[config.mk]
export PLATFORM = sky130hd
export DESIGN_NAME = bcd_count_controller
export DESIGN_NICKNAME = d
export VERILOG_FILES = /design/src/rtl/bcd_count_controller.sv
export SDC_FILE = /design/constraint.sdc
export NUM_CORES = 1
export LEC_CHECK = 0
export ABC_AREA = 1
export CAP_MARGIN = 20
export CORE_UTILIZATION = 55
export CTS_CLUSTER_DIAMETER = 150
export DETAILED_ROUTE_END_ITERATION = 8
export DONT_BUFFER_PORTS = 1
export GPL_TIMING_DRIVEN = 1
export PLACE_DENSITY = 0.73
export SYNTH_ARGS = -nofsm -noshare
export SYNTH_HDL_FRONTEND = slang
export SYNTH_SLANG_ARGS = --single-unit
[constraint.sdc]
create_clock -name clk -period 1.8 [get_ports clk]
set_input_delay 0.36 -clock clk [delete_from_list [all_inputs] [get_ports clk]]
set_output_delay 0.36 -clock clk [all_outputs]
set_load 0.005 [all_outputs]
[src/rtl/bcd_count_controller.sv]
// bcd_count_controller: start/stop/clear controlled 4-digit BCD counter with multiplexed display scan
// Ports:
//   clk, rst            single clock, asynchronous active-high reset
//   start, stop, clear  level-sampled commands, priority clear > stop > start
//   digits              four BCD nibbles, [3:0] ones .. [15:12] thousands
//   running             registered, high while the state is RUN
//   overflow            one-cycle pulse on the 9999 -> 0000 wrap
//   scan_sel            digit index currently presented for display
//   scan_digit          nibble of digits selected by scan_sel
module bcd_count_controller #(
   parameter int TICK_DIV = 50000000,
   parameter int SCAN_DIV = 50000
) (
   input  logic        clk,
   input  logic        rst,
   input  logic        start,
   input  logic        stop,
   input  logic        clear,
   output logic [15:0] digits,
   output logic        running,
   output logic        overflow,
   output logic [1:0]  scan_sel,
   output logic [3:0]  scan_digit
);
   localparam int PW = $clog2(TICK_DIV);
   localparam int SW = $clog2(SCAN_DIV);
   localparam logic [PW-1:0] PRESC_MAX = PW'(TICK_DIV - 1);
   localparam logic [SW-1:0] SCAN_MAX = SW'(SCAN_DIV - 1);
   typedef enum logic [1:0] {IDLE, RUN, PAUSE} state_t;
   state_t        state_q, state_d;
   logic [PW-1:0] presc_q, presc_d;
   logic [15:0]   digits_q, digits_d, inc;
   logic          running_q, overflow_q, overflow_d, carry;
   logic [SW-1:0] scan_cnt_q;
   logic [1:0]    scan_sel_q;
   // ripple-carry BCD increment; a nibble at 9 rolls to 0 and carries upward
   always_comb begin
      inc = digits_q;
      carry = 1'b1;
      for (int n = 0; n < 4; n++) begin
         inc[4*n +: 4] = carry ? (digits_q[4*n +: 4] == 4'd9 ? 4'd0 : digits_q[4*n +: 4] + 4'd1) : digits_q[4*n +: 4];
         carry = carry & (digits_q[4*n +: 4] == 4'd9);
      end
   end
   always_comb begin
      state_d = state_q;
      presc_d = presc_q;
      digits_d = digits_q;
      overflow_d = 1'b0;
      case (state_q)
         IDLE: begin
            presc_d = '0;
            digits_d = '0;
            state_d = (start && !stop && !clear) ? RUN : IDLE;
         end
         RUN: begin
            if (clear) begin
               state_d = IDLE;
               presc_d = '0;
               digits_d = '0;
            end else if (stop) begin
               state_d = PAUSE;
            end else if (presc_q == PRESC_MAX) begin
               presc_d = '0;
               digits_d = inc;
               overflow_d = digits_q == 16'h9999;
            end else begin
               presc_d = presc_q + PW'(1);
            end
         end
         PAUSE: begin
            if (clear) begin
               state_d = IDLE;
               presc_d = '0;
               digits_d = '0;
            end else if (start) begin
               state_d = RUN;
            end
         end
         default: begin
            state_d = IDLE;
            presc_d = '0;
            digits_d = '0;
         end
      endcase
   end
   always_ff @(posedge clk or posedge rst) begin
      if (rst) begin
         state_q <= IDLE;
         presc_q <= '0;
         digits_q <= '0;
         running_q <= 1'b0;
         overflow_q <= 1'b0;
         scan_cnt_q <= '0;
         scan_sel_q <= '0;
      end else begin
         state_q <= state_d;
         presc_q <= presc_d;
         digits_q <= digits_d;
         running_q <= state_d == RUN;
         overflow_q <= overflow_d;
         scan_cnt_q <= scan_cnt_q == SCAN_MAX ? '0 : scan_cnt_q + SW'(1);
         scan_sel_q <= scan_sel_q + 2'(scan_cnt_q == SCAN_MAX);
      end
   end
   assign digits = digits_q;
   assign running = running_q;
   assign overflow = overflow_q;
   assign scan_sel = scan_sel_q;
   assign scan_digit = digits_q[4*scan_sel_q +: 4];
endmodule

==> impl_metrics.toml <==
[place]
post_dp_cell_area_mm2 = 0.00400
post-dp-hpwl_um = 6260
finalWeightedCongestion = 0.957
port_buffers = 0

[floorplan]
rows = 29
start_util_pct = 58.2
die_width_um = 84.7
fp.dieArea_mm2 = 0.00717
die-height_um = 84.7
pin_count = 29
core_area_mm2 = 0.00646

[cts]
cts_tree = "done"
path_clk_slew_ns = 0.08
count_of_h_tree_levels_built_during_cts = 3
root_buffer = "clkbuf_8"
clk-insertion-delay-late_ns = 0.35
cts_buffer_depth = 2
cts.sink_count = 64
cts-buffers-inserted = 9

[hold_path]
hold_crit_start = "stop"
worstHoldPathCells = 1
worstHoldEndpoint = "running"
hp-class = "primary input to flip-flop"

[finish]
area_delta_synth_final_pct = 15.4
n_fill_cell = 545
final_cell_mix = "nand2_1 (105), nor2_1 (95), dfrtp_1 (64), inv_1 (51), nand3_1 (35)"
layout-drive-gt1-share_pct = 13.2
nNetsFinal = 549
cell_area_after_layout_mm2 = 0.00434
fin_util_pct = 67.2
most_common_cell_after_layout_fill_and_taps_aside = "nand2_1"
n_antenna_cell = 0

[global_route]
total_global_route_track_usage_pct = 26.0
grt.overflow.total = 0
grt_max_degree = 45
vias_in_the_first_global_route = 3370
global_route_wire_length_before_repair_um = 14800
antenna_found_initial = 0

[worst_setup_path]
r2r.worst_path.cells = 9
r2r_setup_slack_ns = 0.11
start_kind = "flip-flop"
timing.critical_path.to_type = "flip-flop"
worst_ep_arrival_time_ns = 1.93
critical_path.reg2reg.endpoint = "digits[8]"
worst-setup-path-type = "flip-flop to flip-flop"
worstPathRequired_ns = 2.04
crit-reg2reg-launch = "digits[5]"
cp_max_fo = 5

[synth]
syn-cell-area_mm2 = 0.00376
post_synth.cell_area_avg_um2 = 7.57
synth.lib_cells_used.distinct = 37
yosys_most_used_dff = "dfrtp_1"
count_of_state_elements_after_synthesis = 64
syn-instance-count = 497
synthArstFlopShare_pct = 100
synth_warnings = 0
seq_area_frac_synth_pct = 42.6
postSynthNetCount = 513
synth-edff-count = 0

[pwr]
vdd.ir_drop.worst_v = 0.000479
power_leakage_nw = 2.10
cellPowerDensity_mw_per_mm2 = 720

[flow_run]
cap_viol_max_count = 0

[routing]
wl_per_cell_um = 14.0
drt_iter0_drc = 179
drt_pre_antenna_iters = 9
via_per_inst = 5.53
remaining_drc_errors = 2
routed-via-count = 3401
finalWirelength_um = 8610
final_antenna_net_count = 0

[timing]
finalHoldViolations = 0
achievable-frequency_mhz = 590
timing.max_slew.rel_slack_pct = 67.0
layout_worst_path_cycle_share_pct = 94.1
timing_worst_slew_pin_value_ns = 0.493
slew_violations = 0
finalSetupViolations = 0
hold_slack_ns = 0.102
post-route-min-period_ns = 1.69
finClkSkew_ns = 0.00850

[run_status]
failed_checks = "design-rule violations"
run_status = "finished with violations"
-- report_power, final --
part	internal [mW]	switching [mW]
Sequential	1.45	0.00988
Clock	0.916	0.577
Combinational	0.0551	0.120
Total	2.42	0.707
-- repair_timing --
item / 4_1_cts / 5_1_grt
setup buffers: 2 / 5
setup endpoints to repair: 4 / 34
hold endpoints to repair: 20 / 0
pin swaps: 0 / 5
resized for setup: 0 / 13
hold buffers: 1 / 0
-- worst max path at each step --
stage	depth (start not counted)	end	start
finish	9	digits[8]	digits[5]
global route	10	presc_q[22]	presc_q[1]
CTS	9	digits[8]	digits[5]
detailed placement	11	presc_q[23]	presc_q[1]
global placement	11	digits[3]	presc_q[1]
floorplan	11	presc_q[9]	presc_q[1]
-- final cells by class --
| type | count | area, µm² | share of cell area, % |
|---|---|---|---|
| inverters | 56 | 216 | 4.99 |
| flip-flops and latches | 64 | 1600 | 36.9 |
| well taps | 77 | 96.3 | 2.22 |
| multi-input cells | 371 | 1940 | 44.6 |
| clock inverters | 6 | 108 | 2.48 |
| clock buffers | 10 | 128 | 2.94 |
| repair buffers | 31 | 255 | 5.88 |
-- through the flow --
| step | cells | worst slack [ns] | TNS, ns | power [mW] |
|---|---|---|---|---|
| final | 615 | 0.106 | 0 | 3.13 |
| after floorplan | 497 | 0.248 | 0 | 1.60 |
| after CTS | 610 | 0.0307 | 0 | 3.13 |
| after detailed placement | 591 | 0.0182 | 0 | 1.64 |
| after global routing | 615 | -0.000798 | -0.000798 | 3.22 |
| after global placement | 591 | 0.118 | 0 | 1.64 |
-- cell families after synthesis --
family	after synthesis	synth area share, %
DFF	64	42.6
buffers and inverters	62	6.89
xor gates and xnor gates	28	6.52
and+or+nand+nor	301	35.4
adders and majority gates	11	3.66
AOI/OAI and AO/OA	31	4.96
-- Yosys cell counts (2+ instances only) --
cell / count / area [µm²]
nor2_1: 101 / 379
a21oi_1: 5 / 25.0
nor3_1: 14 / 70.1
nand4_1: 25 / 156
nand2_2: 3 / 18.8
buf_4: 2 / 15.0
inv_2: 3 / 11.3
o22ai_1: 5 / 31.3
nand3_1: 36 / 180
dfrtp_1: 64 / 1600
xnor2_1: 7 / 61.3
nor4_1: 2 / 12.5
ha_1: 11 / 138
o21ai_2: 2 / 17.5
buf_6: 2 / 22.5
o21ai_0: 13 / 65.1
nand2_1: 107 / 402
nand2_4: 2 / 22.5
or2_1: 2 / 12.5
xor2_1: 21 / 184
inv_1: 52 / 195
nand3b_1: 3 / 22.5
-- flip-flops by register name, indices dropped and copies added, names as in the netlist --
name / flops
overflow: 1
state_q: 2
scan_cnt_q: 16
running: 1
scan_sel: 2
digits: 16
presc_q: 26
-- metal layers --
| layer | part of all wire [%] | vias to the layer above | global-route usage [%] | wire length [µm] |
|---|---|---|---|---|
| li1 | - | 1676 | - | - |
| met2 | 47 | 105 | 42.6 | 4020 |
| met3 | 4.6 | 24 | 3.64 | 393 |
| met5 | 0 | - | 0 | 0 |
| met4 | 2.9 | 0 | 13.9 | 247 |
| met1 | 46 | 1596 | 33.4 | 3950 |
-- critical path, stage by stage (launching register included) --
cell	delay, ns
dfrtp_1	0.45
inv_1	0.13
ha_1	0.15
nand2_1	0.05
nor2_1	0.18
nor2_1	0.11
nor2_2	0.19
nand3_1	0.19
nand2_1	0.11
nand2_1	0.05
Power figures use the tool's default switching activity.
